File: src/rtl/hazard_scoreboard.sv
// Decode-stage hazard scoreboard: per-register countdown armed on issue; HAZARD_PERF_EN adds a stall counter.
// Latency: stall is combinational from IF/ID fields and counters; counters update one edge after issue.
// Backpressure: stall holds PC and IF/ID and bubbles ID/EX until every source counter is within slack.
module hazard_scoreboard #(
  parameter int REG_AW   = 4,
  parameter int CNT_W    = 2,
  parameter int ALU_LAT  = 1,
  parameter int LD_LAT   = 2,
  parameter int MUL_LAT  = 3,
  parameter int LONG_LAT = 3
) (
  input  logic                  clk,
  input  logic                  rst,
  input  logic                  ifid_valid,
  input  logic [REG_AW-1:0]     ifid_rs,
  input  logic [REG_AW-1:0]     ifid_rt,
  input  logic                  ifid_br,
  input  logic                  ifid_rw,
  input  logic [REG_AW-1:0]     ifid_rd,
  input  logic [1:0]            ifid_cls,
  input  logic                  flush,
  output logic                  stall,
  output logic [2**REG_AW-1:0]  pending,
  output logic [31:0]           stall_cnt
);

  localparam int NREGS = 2**REG_AW;

  logic [CNT_W-1:0] cnt     [NREGS];
  logic [CNT_W-1:0] cnt_nxt [NREGS];
  logic [CNT_W-1:0] slack;
  logic [CNT_W-1:0] arm_lat;
  logic             hazard_rs;
  logic             hazard_rt;
  logic             issue;

  function automatic logic [CNT_W-1:0] lat_of(input logic [1:0] cls);
    case (cls)
      2'd0:    lat_of = CNT_W'(ALU_LAT);
      2'd1:    lat_of = CNT_W'(LD_LAT);
      2'd2:    lat_of = CNT_W'(MUL_LAT);
      default: lat_of = CNT_W'(LONG_LAT);
    endcase
  endfunction

  assign slack     = ifid_br ? '0 : CNT_W'(1);
  assign hazard_rs = (ifid_rs != '0) && (cnt[ifid_rs] > slack);
  assign hazard_rt = (ifid_rt != '0) && (cnt[ifid_rt] > slack);
  assign stall     = ifid_valid & ~flush & ~rst & (hazard_rs | hazard_rt);
  assign issue     = ifid_valid & ~flush & ~stall & ~rst;
  assign arm_lat   = lat_of(ifid_cls);

  // Arming takes the max so a younger short producer never shortens an older long one.
  always_comb begin
    cnt_nxt[0] = '0;
    for (int r = 1; r < NREGS; r++) begin
      cnt_nxt[r] = (cnt[r] != '0) ? cnt[r] - CNT_W'(1) : '0;
      if (issue && ifid_rw && (ifid_rd == REG_AW'(r)) && (arm_lat > cnt_nxt[r]))
        cnt_nxt[r] = arm_lat;
    end
  end

  always_ff @(posedge clk) begin
    if (rst) cnt <= '{default: '0};
    else     cnt <= cnt_nxt;
  end

  always_comb begin
    pending = '0;
    for (int r = 0; r < NREGS; r++) pending[r] = (cnt[r] != '0);
  end

`ifdef HAZARD_PERF_EN
  logic [31:0] stall_cnt_q;

  always_ff @(posedge clk) begin
    if (rst)                                 stall_cnt_q <= '0;
    else if (stall && stall_cnt_q != '1)     stall_cnt_q <= stall_cnt_q + 32'd1;
  end

  assign stall_cnt = stall_cnt_q;
`else
  assign stall_cnt = 32'd0;
`endif

endmodule

File: config.mk
export PLATFORM = sky130hd
export DESIGN_NAME = hazard_scoreboard
export DESIGN_NICKNAME = d
export VERILOG_FILES = /design/src/rtl/hazard_scoreboard.sv
export SDC_FILE = /design/constraint.sdc
export NUM_CORES = 1
export LEC_CHECK = 0
export ABC_AREA = 1
export CAP_MARGIN = 20
export CORE_MARGIN = 5
export CORE_UTILIZATION = 55
export DETAILED_ROUTE_END_ITERATION = 10
export HOLD_SLACK_MARGIN = 0.12
export PLACE_DENSITY = 0.85
export SLEW_MARGIN = 25
export SYNTH_ARGS = -nofsm -noshare
export SYNTH_HDL_FRONTEND = slang
export SYNTH_SLANG_ARGS = --single-unit
File: constraint.sdc
create_clock -name clk -period 4.25 [get_ports clk]
set_input_delay 0.425 -clock clk [delete_from_list [all_inputs] [get_ports clk]]
set_output_delay 0.425 -clock clk [all_outputs]
set_load 0.02 [all_outputs]
==> impl_table.tex, run 1 <==
\begin{tabular}{lr}
\hline
Metric & Value \\
\hline
\multicolumn{2}{l}{\textbf{Die}} \\
Die width & 88.4 um \\
Full die area & 7820 sq um \\
Starting density of the core & between 50 and 60\% \\
Vertical die dimension & 88.4 um \\
Area of the core & 5960 sq um \\
Boundary Pins & 69 \\
Number of rows created at floorplan & 28 \\
\multicolumn{2}{l}{\textbf{Placement}} \\
Placer's final routability congestion estimate & 0.931 \\
IO buf count & 35 \\
DP HPWL & 6.76 mm \\
\multicolumn{2}{l}{\textbf{Drt}} \\
Number of nets with antenna violations after routing & 0 \\
Routed WL per cell & 13.9 um \\
Count of vias placed by the detailed router & 3420 \\
DR DRC count & 0 \\
Via/cell ratio & about 5.4 \\
Violation count after the first detailed-routing iteration & 317 \\
Initial DRT Pass Iterations & 6 \\
Wirelength, routed & 8.83 mm \\
\multicolumn{2}{l}{\textbf{Timing}} \\
Fin Hold WS & 579 ps \\
Max-slew violations & 0 \\
Final setup violation count & 0 \\
RSZ-0062 raised after global routing & no \\
Worst clock skew on the final layout & about 4.5 ps \\
Total negative slack & 0 ps \\
Worst-margin pin slew & 785 ps \\
Hold Violations, Final & 0 \\
Max-slew headroom at the worst pin & 46.3\% \\
Part of the cycle the worst path needs & 87.5\% \\
Maximum operating frequency & 269 MHz \\
Final critical path time including I/O delays and setup & 3720 ps \\
\multicolumn{2}{l}{\textbf{Global route}} \\
Global router's overall resource usage & 23.1\% \\
Pin count of the biggest net entering global routing & 32 \\
GRT Residual Overflow & 0 \\
Number of global-route vias before repair & 3050 \\
Number of antenna violations at the first check in global routing & 0 \\
Wire length of the first global-routing pass & 14.2 mm \\
\multicolumn{2}{l}{\textbf{Layout}} \\
Highest-count cells in the layout ignoring fill and taps & 136 x sky130\_fd\_sc\_hd\_\_nand2\_1, 84 x sky130\_fd\_sc\_hd\_\_nor2\_1, 76 x sky130\_fd\_sc\_hd\_\_inv\_1 \\
Area taken by multi-input logic gates & 2220 sq um \\
Area of all sequential standard cells & 601 sq um \\
Top Registers & cnt: 30 flops \\
Fraction of final layout cells with drive strength greater than 1 & under 10\% \\
Total of fill cells in the finished design & 545 \\
Largest register by flop count & cnt \\
Layout overhead on the synthesized area & 9.21\% \\
Max reg flops & 30 \\
Antenna diode instance count & 0 \\
Net count reported at finish & 615 \\
Leading cell type in the layout, fill and taps excluded & sky130\_fd\_sc\_hd\_\_nand2\_1 \\
\multicolumn{2}{l}{\textbf{Clocking}} \\
Clk sinks & 30 \\
CTS tree & done \\
Register clock-pin slew on the reported worst setup and hold paths & approximately 60 ps \\
Maximum clock insertion buffer count & 2 \\
CTS Root Cell & sky130\_fd\_sc\_hd\_\_clkbuf\_8 \\
Post-CTS repair timing setup buffer count & 0 \\
Clock network latency to the later pin of the worst-skew pair & 280 ps \\
Number of CTS-inserted buffers & 5 \\
Count of H-tree levels built during CTS & 2 \\
Hold buffer count at CTS & 0 \\
Number of resized instances in the post-cts repair step & 0 \\
\multicolumn{2}{l}{\textbf{Power}} \\
Highest ir drop seen on vdd & 0.000135 V \\
Leakage & $\sim$1.9 nW \\
Power density relative to cell area & 191 nW/um\^{}2 \\
\multicolumn{2}{l}{\textbf{Worst setup path}} \\
CP Launch Type & input pin \\
Register-to-register path setup slack & approximately 1800 ps \\
Data arrival, critical path & approximately 3300 ps \\
Setup crit end kind & output pin \\
Type of the setup path with the least slack & input pin to output pin \\
Number of buffer and inverter stages on the critical path & 3 \\
Crit path largest cell delay & 640 ps \\
Worst path cell trace & clkdlybuf4s50\_1, buf\_4, nor2\_1, nor3\_1, a211oi\_1, a32o\_1, ha\_1, or2\_2, nand2\_2, nand2\_4, a21oi\_1, clkdlybuf4s50\_1 \\
Critical path required time & 3830 ps \\
Critical path's top delay family & buffers and inverters \\
Worst-path maximum fanout & 15 \\
Critical-path top delay cell & sky130\_fd\_sc\_hd\_\_clkdlybuf4s50\_1 \\
Crit path top cell by count & sky130\_fd\_sc\_hd\_\_clkdlybuf4s50\_1 \\
\multicolumn{2}{l}{\textbf{Synth}} \\
Post-synthesis cell count & 530 \\
Top-area cell type share of the netlist area & 17.8\% \\
Syn avg cell area & between 6 and 7 sq um \\
Unique masters post-synth & 30 \\
Area leader, netlist & sky130\_fd\_sc\_hd\_\_dfxtp\_1 \\
Warnings, synthesis & 0 \\
Combined area of all synthesized cells & between 3000 and 4000 sq um \\
Sequential share of the synthesized area & 17.8\% \\
Post-synthesis register bit count & 30 \\
Synth area leaders & sky130\_fd\_sc\_hd\_\_dfxtp\_1 18\%, sky130\_fd\_sc\_hd\_\_nand2\_1 15\%, sky130\_fd\_sc\_hd\_\_ha\_1 12\%, sky130\_fd\_sc\_hd\_\_nor2\_1 9.4\%, sky130\_fd\_sc\_hd\_\_inv\_1 8.4\% \\
Count of flip-flops with a built-in enable after synthesis & 0 \\
Most used DFF post-synth & sky130\_fd\_sc\_hd\_\_dfxtp\_1 \\
Ys async rst share & 0\% \\
\multicolumn{2}{l}{\textbf{Run status}} \\
Result of the run & complete, no violations \\
\multicolumn{2}{l}{\textbf{Worst hold path}} \\
Worst Hold Class & flop to flop \\
\multicolumn{2}{l}{\textbf{Flow run}} \\
Reported max-cap violation count & 0 \\
\hline
\end{tabular}
power by group:
part	internal, mW	switching [mW]	total, mW
clock network	0.125	0.107	0.232
logic	0.0565	0.134	0.191
registers	0.281	0.000227	0.282
final timing paths:
check | from | to | cells past startpoint
setup / recovery | ifid_rt[0] | stall | 12
hold / removal | cnt[27]$_SDFF_PP0_ | cnt[27]$_SDFF_PP0_ | 4
setup reg to reg | cnt[12]$_SDFF_PP0_ | cnt[26]$_SDFF_PP0_ | 13
hold reg to reg | cnt[27]$_SDFF_PP0_ | cnt[27]$_SDFF_PP0_ | 4
worst register-to-register path, cell delays in order, from the launching register on:
cell and delay, ps:
sky130_fd_sc_hd__dfxtp_1 460, sky130_fd_sc_hd__a21oi_1 90, sky130_fd_sc_hd__o21ai_0 80, sky130_fd_sc_hd__nand3_1 90, sky130_fd_sc_hd__a32o_1 260, sky130_fd_sc_hd__ha_1 260
sky130_fd_sc_hd__or2_2 280, sky130_fd_sc_hd__nand2_2 90, sky130_fd_sc_hd__nand2_4 60, sky130_fd_sc_hd__buf_4 250, sky130_fd_sc_hd__nand4_1 200, sky130_fd_sc_hd__nand2_1 80
sky130_fd_sc_hd__nand2_1 70, sky130_fd_sc_hd__nor2_1 40
stage by stage:
stage               instances  power [mW]  cell area, sq um  utilization [%]  setup WS [ps]
finish                    637       0.704              3690             62.0            533
detailed placement        631       0.474              3610             60.6            557
CTS                       637       0.708              3690             62.0            539
global route              637       0.740              3690             62.0            386
floorplan                 562       0.458              3500                -           1310
global placement          631       0.468              3610             60.5            570
cell usage after synthesis, drive strengths merged, types with 3 or more instances:
cell type / count
a2111oi: 11
a21oi: 27
buf: 42
clkbuf: 6
dfxtp: 30
ha: 32
inv: 79
nand2: 140
nand3: 26
nand4: 16
nor2: 85
nor4: 3
o21ai: 12
or2: 10
routing by layer:
layer,track usage (%),routed length (um),up-vias
li1,-,-,1698
met1,30.0,3690,1513
met2,38.8,3990,197
met3,4.19,997,12
met4,7.69,151,0
met5,0,0,-
area by class of cell:
class	instances	share of cell area, %
Timing Repair Buffer	42	10.9
Clock buffer	6	2.24
Tap cell	75	2.54
Sequential cell	30	16.3
Multi-Input combinational cell	405	60.0
Inverter	79	8.03
cells by family (layout without fill, tap and decap cells):
kind of cell	count (synthesis)	count (layout)	share of synthesized area, %
and+or+nand+nor	284	284	39.7
other	1	33	0.111
adders and majority gates	32	32	11.8
buffers and inverters	127	127	20.5
AOI/OAI and AO/OA	56	56	10.2
DFF	30	30	17.8
No activity file was read; power rests on OpenSTA's default activity.
==> run 2: changes to the inputs <==
--- a/config.mk
+++ b/config.mk
@@ -6,6 +6,7 @@
 export NUM_CORES = 1
 export LEC_CHECK = 0
 export ABC_AREA = 1
+export ABC_CLOCK_PERIOD_IN_PS = 4250
 export CAP_MARGIN = 20
 export CORE_MARGIN = 5
 export CORE_UTILIZATION = 55
==> results of run 2 <==
The final DEF is identical to that of run 1; final timing and power are the same.
